File: src/rtl/calc3_dispatch_sched_if.sv
// calc3_dispatch_sched_if: port command/response and engine dispatch bundle for the Calc3 scheduler.
// Defining CALC3_SCHED_PERF_EN adds the per-port grant counters.
interface calc3_dispatch_sched_if;
  logic [3:0][3:0]  cmd_in, d1_in, d2_in, r1_in;
  logic [3:0][31:0] data_in;
  logic [3:0][1:0]  tag_in;
  logic [3:0]       port_rdy;
  logic             exe_valid, exe_ready;
  logic [3:0]       exe_cmd, exe_d1, exe_d2, exe_r1;
  logic [31:0]      exe_data;
  logic [1:0]       exe_port, exe_tag;
  logic             exe_rsp_valid;
  logic [1:0]       exe_rsp_port, exe_rsp_tag, exe_rsp_resp;
  logic [31:0]      exe_rsp_data;
  logic [3:0][1:0]  resp_out, tag_out;
  logic [3:0][31:0] data_out;
`ifdef CALC3_SCHED_PERF_EN
  logic [3:0][15:0] perf_grant_cnt;
  modport master (output cmd_in, d1_in, d2_in, r1_in, data_in, tag_in, exe_ready, exe_rsp_valid,
                  exe_rsp_port, exe_rsp_tag, exe_rsp_resp, exe_rsp_data,
                  input port_rdy, exe_valid, exe_cmd, exe_d1, exe_d2, exe_r1, exe_data, exe_port,
                  exe_tag, resp_out, tag_out, data_out, perf_grant_cnt);
  modport slave (input cmd_in, d1_in, d2_in, r1_in, data_in, tag_in, exe_ready, exe_rsp_valid,
                 exe_rsp_port, exe_rsp_tag, exe_rsp_resp, exe_rsp_data,
                 output port_rdy, exe_valid, exe_cmd, exe_d1, exe_d2, exe_r1, exe_data, exe_port,
                 exe_tag, resp_out, tag_out, data_out, perf_grant_cnt);
`else
  modport master (output cmd_in, d1_in, d2_in, r1_in, data_in, tag_in, exe_ready, exe_rsp_valid,
                  exe_rsp_port, exe_rsp_tag, exe_rsp_resp, exe_rsp_data,
                  input port_rdy, exe_valid, exe_cmd, exe_d1, exe_d2, exe_r1, exe_data, exe_port,
                  exe_tag, resp_out, tag_out, data_out);
  modport slave (input cmd_in, d1_in, d2_in, r1_in, data_in, tag_in, exe_ready, exe_rsp_valid,
                 exe_rsp_port, exe_rsp_tag, exe_rsp_resp, exe_rsp_data,
                 output port_rdy, exe_valid, exe_cmd, exe_d1, exe_d2, exe_r1, exe_data, exe_port,
                 exe_tag, resp_out, tag_out, data_out);
`endif
endinterface

File: src/rtl/calc3_dispatch_sched.sv
// calc3_dispatch_sched: per-port command FIFOs, round-robin dispatch to one engine, tag scoreboards and response routing.
// Optional CALC3_SCHED_PERF_EN adds saturating per-port grant counters.
module calc3_dispatch_sched #(
  parameter int QDEPTH = 2,
  parameter int NPORT  = 4
) (
  input logic c_clk,
  input logic rst,
  calc3_dispatch_sched_if.slave bus
);
  localparam int AW = $clog2(QDEPTH);
  localparam int EW = 50;
  logic [EW-1:0]    mem_q [NPORT][QDEPTH];
  logic [AW-1:0]    wp_q [NPORT];
  logic [AW-1:0]    rp_q [NPORT];
  logic [AW:0]      cnt_q [NPORT];
  logic [3:0][3:0]  busy_q, busy_d, busy_eff;
  logic [3:0]       rej_q, rej_d, full, empty, rdy, push, pop, acc, rsp_to;
  logic [3:0][1:0]  rej_tag_q, rej_tag_d, resp_q, resp_d, tag_q, tag_d;
  logic [3:0][31:0] data_q, data_d;
  logic [1:0]       rr_q, win, exe_port_q;
  logic             found, load, rsp_hit, exe_valid_q;
  logic [EW-1:0]    exe_q, head;
  assign head = mem_q[win][rp_q[win]];
  always_comb begin
    load = !exe_valid_q || bus.exe_ready;
    rsp_hit = bus.exe_rsp_valid && busy_q[bus.exe_rsp_port][bus.exe_rsp_tag];
    for (int i = 0; i < NPORT; i++) begin
      full[i] = cnt_q[i] == (AW+1)'(QDEPTH);
      empty[i] = cnt_q[i] == '0;
      rdy[i] = !full[i] && !rej_q[i];
      rsp_to[i] = rsp_hit && bus.exe_rsp_port == 2'(i);
      for (int t = 0; t < 4; t++)
        busy_eff[i][t] = busy_q[i][t] && !(rsp_to[i] && bus.exe_rsp_tag == 2'(t));
      acc[i] = bus.cmd_in[i] != 4'd0 && rdy[i];
      // a tag returned by the engine at this edge may be reissued at the same edge
      push[i] = acc[i] && !busy_eff[i][bus.tag_in[i]] &&
                (bus.cmd_in[i] inside {4'd1, 4'd2, 4'd5, 4'd6, 4'd9, 4'd10, 4'd12, 4'd13});
      busy_d[i] = busy_eff[i] | (push[i] ? 4'd1 << bus.tag_in[i] : 4'd0);
      rej_d[i] = (rej_q[i] && rsp_to[i]) || (acc[i] && !push[i]);
      rej_tag_d[i] = acc[i] && !push[i] ? bus.tag_in[i] : rej_tag_q[i];
      resp_d[i] = rsp_to[i] ? bus.exe_rsp_resp : rej_q[i] ? 2'd2 : 2'd0;
      tag_d[i] = rsp_to[i] ? bus.exe_rsp_tag : rej_q[i] ? rej_tag_q[i] : 2'd0;
      data_d[i] = rsp_to[i] ? bus.exe_rsp_data : 32'd0;
    end
    found = 1'b0;
    win = rr_q;
    for (int k = NPORT; k >= 1; k--)
      if (!empty[2'(rr_q + 2'(k))]) begin
        found = 1'b1;
        win = 2'(rr_q + 2'(k));
      end
    for (int i = 0; i < NPORT; i++)
      pop[i] = load && found && win == 2'(i);
  end
  always_ff @(posedge c_clk)
    for (int i = 0; i < NPORT; i++)
      if (push[i])
        mem_q[i][wp_q[i]] <= {bus.cmd_in[i], bus.d1_in[i], bus.d2_in[i], bus.r1_in[i],
                              bus.data_in[i], bus.tag_in[i]};
  always_ff @(posedge c_clk or negedge rst) begin
    if (!rst) begin
      for (int i = 0; i < NPORT; i++) begin
        wp_q[i] <= '0;
        rp_q[i] <= '0;
        cnt_q[i] <= '0;
      end
      busy_q <= '0;
      rej_q <= '0;
      rej_tag_q <= '0;
      rr_q <= 2'd3;
      exe_valid_q <= 1'b0;
      exe_q <= '0;
      exe_port_q <= '0;
      resp_q <= '0;
      tag_q <= '0;
      data_q <= '0;
    end else begin
      for (int i = 0; i < NPORT; i++) begin
        wp_q[i] <= wp_q[i] + AW'(push[i]);
        rp_q[i] <= rp_q[i] + AW'(pop[i]);
        cnt_q[i] <= cnt_q[i] + (AW+1)'(push[i]) - (AW+1)'(pop[i]);
      end
      busy_q <= busy_d;
      rej_q <= rej_d;
      rej_tag_q <= rej_tag_d;
      resp_q <= resp_d;
      tag_q <= tag_d;
      data_q <= data_d;
      if (load) exe_valid_q <= found;
      if (load && found) begin
        exe_q <= head;
        exe_port_q <= win;
        rr_q <= win;
      end
    end
  end
  assign bus.port_rdy = rdy;
  assign bus.exe_valid = exe_valid_q;
  assign {bus.exe_cmd, bus.exe_d1, bus.exe_d2, bus.exe_r1, bus.exe_data, bus.exe_tag} = exe_q;
  assign bus.exe_port = exe_port_q;
  assign bus.resp_out = resp_q;
  assign bus.tag_out = tag_q;
  assign bus.data_out = data_q;
`ifdef CALC3_SCHED_PERF_EN
  logic [3:0][15:0] perf_q;
  always_ff @(posedge c_clk or negedge rst) begin
    if (!rst) perf_q <= '0;
    else
      for (int i = 0; i < NPORT; i++)
        if (exe_valid_q && bus.exe_ready && exe_port_q == 2'(i) && perf_q[i] != 16'hFFFF)
          perf_q[i] <= perf_q[i] + 16'd1;
  end
  assign bus.perf_grant_cnt = perf_q;
`endif
endmodule
File: src/flat_wrapper.sv
// flat-port wrapper written by rule: the top's interface ports become plain ports
module calc3_dispatch_sched_flat 
#(
  parameter int QDEPTH = 2,
  parameter int NPORT  = 4
)
  (c_clk, rst, bus_cmd_in, bus_d1_in, bus_d2_in, bus_r1_in, bus_data_in, bus_tag_in, bus_exe_ready, bus_exe_rsp_valid, bus_exe_rsp_port, bus_exe_rsp_tag, bus_exe_rsp_resp, bus_exe_rsp_data, bus_port_rdy, bus_exe_valid, bus_exe_cmd, bus_exe_d1, bus_exe_d2, bus_exe_r1, bus_exe_data, bus_exe_port, bus_exe_tag, bus_resp_out, bus_tag_out, bus_data_out);
  calc3_dispatch_sched_if bus_i ();
  input logic c_clk;
  input logic rst;
  input wire logic [$bits(bus_i.cmd_in)-1:0] bus_cmd_in;
  input wire logic [$bits(bus_i.d1_in)-1:0] bus_d1_in;
  input wire logic [$bits(bus_i.d2_in)-1:0] bus_d2_in;
  input wire logic [$bits(bus_i.r1_in)-1:0] bus_r1_in;
  input wire logic [$bits(bus_i.data_in)-1:0] bus_data_in;
  input wire logic [$bits(bus_i.tag_in)-1:0] bus_tag_in;
  input wire logic [$bits(bus_i.exe_ready)-1:0] bus_exe_ready;
  input wire logic [$bits(bus_i.exe_rsp_valid)-1:0] bus_exe_rsp_valid;
  input wire logic [$bits(bus_i.exe_rsp_port)-1:0] bus_exe_rsp_port;
  input wire logic [$bits(bus_i.exe_rsp_tag)-1:0] bus_exe_rsp_tag;
  input wire logic [$bits(bus_i.exe_rsp_resp)-1:0] bus_exe_rsp_resp;
  input wire logic [$bits(bus_i.exe_rsp_data)-1:0] bus_exe_rsp_data;
  output wire logic [$bits(bus_i.port_rdy)-1:0] bus_port_rdy;
  output wire logic [$bits(bus_i.exe_valid)-1:0] bus_exe_valid;
  output wire logic [$bits(bus_i.exe_cmd)-1:0] bus_exe_cmd;
  output wire logic [$bits(bus_i.exe_d1)-1:0] bus_exe_d1;
  output wire logic [$bits(bus_i.exe_d2)-1:0] bus_exe_d2;
  output wire logic [$bits(bus_i.exe_r1)-1:0] bus_exe_r1;
  output wire logic [$bits(bus_i.exe_data)-1:0] bus_exe_data;
  output wire logic [$bits(bus_i.exe_port)-1:0] bus_exe_port;
  output wire logic [$bits(bus_i.exe_tag)-1:0] bus_exe_tag;
  output wire logic [$bits(bus_i.resp_out)-1:0] bus_resp_out;
  output wire logic [$bits(bus_i.tag_out)-1:0] bus_tag_out;
  output wire logic [$bits(bus_i.data_out)-1:0] bus_data_out;
  assign bus_i.cmd_in = bus_cmd_in;
  assign bus_i.d1_in = bus_d1_in;
  assign bus_i.d2_in = bus_d2_in;
  assign bus_i.r1_in = bus_r1_in;
  assign bus_i.data_in = bus_data_in;
  assign bus_i.tag_in = bus_tag_in;
  assign bus_i.exe_ready = bus_exe_ready;
  assign bus_i.exe_rsp_valid = bus_exe_rsp_valid;
  assign bus_i.exe_rsp_port = bus_exe_rsp_port;
  assign bus_i.exe_rsp_tag = bus_exe_rsp_tag;
  assign bus_i.exe_rsp_resp = bus_exe_rsp_resp;
  assign bus_i.exe_rsp_data = bus_exe_rsp_data;
  assign bus_port_rdy = bus_i.port_rdy;
  assign bus_exe_valid = bus_i.exe_valid;
  assign bus_exe_cmd = bus_i.exe_cmd;
  assign bus_exe_d1 = bus_i.exe_d1;
  assign bus_exe_d2 = bus_i.exe_d2;
  assign bus_exe_r1 = bus_i.exe_r1;
  assign bus_exe_data = bus_i.exe_data;
  assign bus_exe_port = bus_i.exe_port;
  assign bus_exe_tag = bus_i.exe_tag;
  assign bus_resp_out = bus_i.resp_out;
  assign bus_tag_out = bus_i.tag_out;
  assign bus_data_out = bus_i.data_out;
  calc3_dispatch_sched #(.QDEPTH(QDEPTH), .NPORT(NPORT)) u_core (.c_clk(c_clk), .rst(rst), .bus(bus_i));
endmodule
File: config.mk
export PLATFORM = sky130hd
export DESIGN_NAME = calc3_dispatch_sched_flat
export DESIGN_NICKNAME = d
export VERILOG_FILES = /design/src/rtl/calc3_dispatch_sched_if.sv /design/src/rtl/calc3_dispatch_sched.sv /design/src/flat_wrapper.sv
export SDC_FILE = /design/constraint.sdc
export NUM_CORES = 1
export LEC_CHECK = 0
export ABC_AREA = 0
export CELL_PAD_IN_SITES_DETAIL_PLACEMENT = 1
export CELL_PAD_IN_SITES_GLOBAL_PLACEMENT = 2
export CORE_ASPECT_RATIO = 0.7
export CORE_MARGIN = 3
export CORE_UTILIZATION = 36
export DETAILED_ROUTE_END_ITERATION = 12
export GPL_TIMING_DRIVEN = 0
export PLACE_DENSITY_LB_ADDON = 0.1
export SLEW_MARGIN = 5
export SYNTH_ARGS = -nofsm -noshare
export SYNTH_HDL_FRONTEND = slang
export SYNTH_SLANG_ARGS = --single-unit
export TNS_END_PERCENT = 5
File: constraint.sdc
create_clock -name c_clk -period 4.2 [get_ports c_clk]
set_input_delay 0.84 -clock c_clk [delete_from_list [all_inputs] [get_ports c_clk]]
set_output_delay 0.84 -clock c_clk [all_outputs]
set_load 0.005 [all_outputs]
==> results of run 1 <==
-- repair_timing --
action                     4_1_cts  5_1_grt
buffers inserted                 0        2
hold endpoints to repair         0        0
setup endpoints to repair      181      210
gates resized for setup          6        5
-- cell families (layout without fill, tap and decap cells) --
logic type                 after synthesis  in the layout  synth area share (%)
DFF                                    643            643                  68.8
AOI/OAI and AO/OA                      607            607                  16.2
and+or+nand+nor                        437            437                  9.64
buffers and inverters                  215            782                  3.40
adders and majority gates               16             16                 0.761
xor gates and xnor gates                16             16                 0.533
muxes                                   16             16                 0.699
other                                    0              7                     0
-- report_power, final --
group / internal [mW] / total, mW / switching (mW)
combinational: 4.36 / 12.1 / 7.73
clock: 3.45 / 5.96 / 2.50
sequential: 7.97 / 8.63 / 0.663
total: 15.8 / 26.7 / 10.9
-- layout make-up --
class	instances	area, sq um	area share [%]
tap	966	1210	3.51
antenna	7	17.5	0.0508
multi-input combinational	1092	7470	21.7
sequential	643	18100	52.5
clock inverter	24	198	0.574
buffer	187	790	2.29
timing repair buffer	448	4620	13.4
clock buffer	95	1970	5.71
inverter	28	105	0.305
-- routing by layer --
metal	track usage, %	vias up	routed length (microns)
li1	-	8673	-
met2	38.7	634	43800
met3	5.22	110	6340
met5	0	-	0
met4	6.25	0	1960
met1	35.4	10100	44300
-- layout by cell type, fill, tap and decap left out, types with 7 or more instances in the layout --
cell type / count
o31ai_1: 104
xnor2_1: 12
nand2b_1: 7
a31oi_1: 52
and2_1: 133
nor2_1: 67
nor2b_1: 7
clkinv_2: 10
nand4_1: 101
mux2_2: 9
clkbuf_16: 73
o21ai_0: 29
or4_1: 53
clkdlybuf4s50_1: 437
ha_1: 8
a211oi_1: 100
edfxtp_1: 400
diode_2: 7
clkinv_1: 7
o31a_1: 103
ha_4: 8
buf_2: 33
nand2_1: 43
a21oi_1: 118
buf_1: 14
o22ai_1: 52
dfrtp_1: 241
inv_1: 28
clkbuf_1: 148
-- through the flow --
stage / setup TNS (ns) / util (%) / cells / cell area, sq um / total power [mW]
floorplan: -30.05 / - / 1950 / 26300 / 15.5
global placement: -2984.88 / 44.4 / 3354 / 31900 / 20.2
detailed placement: -303.26 / 44.8 / 3362 / 32200 / 20.6
CTS: 0 / 47.8 / 3481 / 34400 / 26.7
global route: -0.508 / 47.9 / 3488 / 34500 / 28.2
finish: 0 / 47.9 / 3490 / 34500 / 26.7
-- path summary, 6_finish.rpt --
path                                       startpoint                                 to  slack [ns]  cells past startpoint
min in group c_clk           u_core.rp_q[2]$_DFF_PN0_           u_core.rp_q[2]$_DFF_PN0_        0.47                      1
setup / recovery           u_core.rr_q[1]$_DFFE_PN1P_       u_core.exe_q[17]$_DFFE_PN0P_        0.10                      9
setup reg to reg           u_core.rr_q[1]$_DFFE_PN1P_       u_core.exe_q[17]$_DFFE_PN0P_        0.10                      9
hold / removal                                    rst  u_core.bus.data_out[83]$_DFF_PN0_        0.20                      1
hold reg to reg              u_core.rp_q[2]$_DFF_PN0_           u_core.rp_q[2]$_DFF_PN0_        0.47                      1
max in group asynchronous                         rst  u_core.bus.data_out[73]$_DFF_PN0_        2.60                      3
-- flip-flops by register name, summed over array words and instances (netlist names), 8 cells and up --
register	flops
u_core.bus.data_out	128
u_core.bus.tag_out	8
u_core.exe_q	50
u_core.mem_q	400
u_core.busy_q	16
u_core.rej_tag_q	8
u_core.bus.resp_out	8
u_core.cnt_q	8
-- worst reg2reg max path, cell delays in order, from the launching register on --
cell and delay [ns]:
dfstp_2 0.52, buf_4 0.16, o21ai_0 0.16, a21oi_1 0.47, nor3_4 0.23, a211oi_4 0.81
buf_1 0.75, clkbuf_1 0.48, o22ai_1 0.19, a31oi_1 0.25
==> results.py, run 1 <==
metrics = {
    "status": {
        "outcome": "finished, final reports clean",
    },
    "setup_path": {
        "path_cells": "buf_4, o21ai_0, a21oi_1, nor3_4, a211oi_4, buf_1, clkbuf_1, o22ai_1, a31oi_1",
        "cp-end-kind": "flop",
        "cpPeakStageDelay_ns": 0.81,
        "crit_required_ns": 4.71,
        "startpoint_type": "flop",
        "path_class": "flop to flop",
        "crit_buf_inv": 3,
        "crit_path_top_delay_cell": "a211oi_4",
        "worst_ep_arrival_time_ns": 4.61,
        "path_delay_family": "compound AO/OA/AOI/OAI gates",
        "critPathMaxFanout": 10,
    },
    "pwr": {
        "power_per_cell_area_mw_per_mm2": 774,
        "vdd_drop_max_mv": 0.418,
        "p_leak_nw": 12.4,
    },
    "clock_tree": {
        "cts-root-buf": "clkbuf_16",
        "ctsHoldBuffers": 0,
        "tritoncts": "done",
        "cts.sinks": 643,
        "clockBufferDepth": 3,
        "clkLatencyLatePin_ns": 0.62,
        "cts_buffers": 68,
        "path_clk_slew_ns": 0.06,
        "htree_num_levels": 3,
    },
    "floorplan": {
        "pin_count": 443,
        "chipHeight_microns": 232,
        "row_count": 82,
        "initial_core_util_pct": 36.6,
        "core_sq_mm": 0.0719,
        "die_w_microns": 329,
        "die_area_sq_mm": 0.0764,
    },
    "detailed_routing": {
        "drc": 0,
        "num_vias": 19500,
        "drt_first_pass_iters": 5,
        "drtIter0Drc": 1847,
        "viasPerCell": 5.59,
        "finalWirelength_microns": 96400,
        "drt.antenna.violating_nets": 0,
        "wire_per_inst_microns": 27.6,
    },
    "synth": {
        "synth_ff_type": "edfxtp_1",
        "synth_edf_count": 400,
        "seq_area_frac_synth_pct": 68.8,
        "ys_ff_latch": 643,
        "syn_nets": 2208,
        "ys_warn_count": 0,
        "synth_top_area_share_pct": 45.6,
        "syn_avg_cell_area_sq_um": 13.5,
        "synth_top_area_cell": "edfxtp_1",
        "synth_area_leaders": "edfxtp_1, dfrtp_1, o31a_1",
        "yosysMostFrequentCell": "edfxtp_1",
        "synth_area_sq_mm": 0.0263,
        "synth_cell_types": 66,
        "synth_cells": 1950,
        "ys_async_sr_fraction_pct": 37.8,
        "ys_top_cells_by_count": "edfxtp_1, dfrtp_1, clkbuf_1",
    },
    "layout": {
        "nets": 2726,
        "fillers": 7302,
        "layout-drive-gt1-share_pct": 7.27,
        "syn_to_final_growth_pct": 31.0,
    },
    "timing": {
        "timing.hold.ws_ns": 0.197,
        "finalCritPeriodShare_pct": 97.5,
        "finalSetupViolations": 0,
        "rsz0062_at_grt": "true",
        "fin_crit_ns": 4.10,
        "finClkSkew_ns": 0.0223,
        "drv_slew": 0,
        "tightest_slew_ns": 1.14,
        "setup_slack_ns": 0.103,
        "slew_headroom_pct": 23.8,
        "fmax_mhz": 244,
        "finalHoldViolations": 0,
    },
    "placement": {
        "preCtsSetupSlack_ns": -1.44,
        "portBuffers": 438,
        "dp_hpwl_microns": 70700,
        "place.gp.congestion": 0.847,
    },
    "global_routing": {
        "grt_pass1_wl_microns": 139000,
        "grt_max_degree": 118,
        "grt.overflow.total": 0,
        "grt_use_total_pct": 24.8,
        "grt_pass1_vias": 20500,
        "grt_antenna_before_repair": 5,
    },
    "flow_run": {
        "maxCapViolCount": 0,
    },
    "worst_hold_path": {
        "hp-class": "input port to async pin",
    },
}
No activity file was read; power rests on OpenSTA's default activity.
==> run 2, diff against run 1 <==
- CORE_ASPECT_RATIO: 0.7 -> default
==> results.py, run 2 (synthesized netlist as in run 1, its figures left out) <==
metrics = {
    "status": {
        "outcome": "finished, final reports clean",
    },
    "setup_path": {
        "rr_endpoint": "u_core.exe_q[29]$_DFFE_PN0P_",
        "ff2ff_setup_slack_ns": 0.17,
        "cp-startpoint": "bus_exe_rsp_port[0]",
        "worstSetupEndpoint": "u_core.mem_q[3][47]$_DFFE_PP_",
        "r2r-start": "u_core.rr_q[1]$_DFFE_PN1P_",
        "critPathMaxFanout": 50,
        "worst_ep_arrival_time_ns": 4.28,
        "crit_required_ns": 4.42,
        "startpoint_type": "input port",
        "path_class": "input port to flop",
        "cp-end-kind": "flop",
        "r2r_cells": 9,
    },
    "timing": {
        "rsz0062_at_grt": "true",
        "fin_crit_ns": 4.06,
        "finalHoldViolations": 0,
        "tightest_slew_ns": 1.17,
        "finalSetupViolations": 0,
        "slew_headroom_pct": 22.1,
        "setup_slack_ns": 0.140,
        "finClkSkew_ns": 0.0140,
        "fmax_mhz": 246,
        "timing.hold.ws_ns": 0.116,
        "finalCritPeriodShare_pct": 96.7,
        "drv_slew": 0,
        "finalSetupTns_ns": 0,
    },
    "placement": {
        "placedCellCount": 3344,
        "portBuffers": 438,
        "dp_hpwl_microns": 68200,
        "preCtsSetupSlack_ns": -1.27,
        "place.gp.congestion": 0.870,
        "dpl-instance-area_sq_mm": 0.0321,
    },
    "clock_tree": {
        "ctsHoldBuffers": 0,
        "cts-root-buf": "clkbuf_16",
        "cts.sinks": 643,
        "tritoncts": "done",
        "clkLatencyLatePin_ns": 0.61,
        "clockBufferDepth": 3,
        "cts_buffers": 73,
        "path_clk_slew_ns": 0.06,
        "htree_num_levels": 3,
    },
    "layout": {
        "final_common_cell": "clkdlybuf4s50_1",
        "layout-drive-gt1-share_pct": 7.47,
        "stdcell_count": 3481,
        "fin_area_sq_mm": 0.0346,
        "largest_register_ffs": 400,
        "most-common-layout-cells": "clkdlybuf4s50_1, edfxtp_1, dfrtp_1",
        "syn_to_final_growth_pct": 31.6,
        "nets": 2729,
        "fin_util_pct": 48.1,
    },
    "floorplan": {
        "row_count": 98,
        "initial_core_util_pct": 36.6,
        "die_area_sq_mm": 0.0764,
        "pin_count": 443,
        "chipHeight_microns": 276,
        "core_sq_mm": 0.0720,
        "die_w_microns": 276,
    },
    "detailed_routing": {
        "viasPerCell": 5.57,
        "wire_per_inst_microns": 27.3,
        "num_vias": 19400,
        "drc": 0,
        "finalWirelength_microns": 95200,
        "drtIter0Drc": 1575,
        "drt_first_pass_iters": 5,
        "drt.antenna.violating_nets": 0,
    },
    "flow_run": {
        "maxCapViolCount": 0,
    },
    "global_routing": {
        "grt_use_total_pct": 24.3,
        "grt_antenna_before_repair": 5,
        "grt_max_degree": 107,
        "grt_pass1_wl_microns": 139000,
        "grt_pass1_vias": 20800,
        "grt.overflow.total": 0,
    },
    "worst_hold_path": {
        "hp-class": "input port to async pin",
    },
    "pwr": {
        "power_per_cell_area_mw_per_mm2": 781,
        "p_leak_nw": 12.6,
        "vdd_drop_max_mv": 0.335,
        "p_total_mw": 27.0,
    },
}
run 2: layer usage:
metal	up-vias	wire length (microns)	global-route usage [%]	share of wire [%]
met5	-	32	0	0.034
met4	6	2770	7.83	2.9
met3	157	5890	4.94	6.2
met2	688	47700	41.9	50
met1	9878	38800	30.7	41
li1	8672	-	-	-
run 2: worst min path at each step:
stage | slack, ns | startpoint | depth (start not counted) | end
global placement | 0.46 | u_core.rp_q[2]$_DFF_PN0_ | 1 | u_core.rp_q[2]$_DFF_PN0_
floorplan | 0.44 | u_core.rp_q[0]$_DFF_PN0_ | 1 | u_core.rp_q[0]$_DFF_PN0_
detailed placement | 0.46 | u_core.rp_q[2]$_DFF_PN0_ | 1 | u_core.rp_q[2]$_DFF_PN0_
CTS | 0.1 | rst | 1 | u_core.exe_q[11]$_DFFE_PN0P_
global route | 0.12 | rst | 1 | u_core.exe_q[12]$_DFFE_PN0P_
finish | 0.12 | rst | 1 | u_core.exe_q[11]$_DFFE_PN0P_
run 2: where the power goes:
part | leakage, nW | switching, mW | internal, mW
clock | 1.19 | 2.56 | 3.88
sequential | 6.73 | 0.658 | 7.98
combinational | 4.63 | 7.62 | 4.35
run 2: area by class of cell:
type	instances	area [sq um]
timing repair buffer	446	4570
tap	950	1190
multi-input combinational	1092	7460
sequential	643	18100
buffer	187	790
fill	7309	37300
antenna	1	2.50
clock buffer	118	2270
clock inverter	16	154
inverter	28	105
run 2: repair_timing:
item	CTS	global route
gates resized for setup	4	5
buffers inserted	0	1
pin swaps	0	1
endpoints found under the setup margin	151	346
run 2: critical path: stages:
cell	delay (ns)
clkdlybuf4s50_1	0.64
clkbuf_1	0.39
nand2_1	0.19
a2111oi_0	0.48
nor2b_1	0.12
a221o_1	0.40
nor2_1	0.38
ha_4	0.76
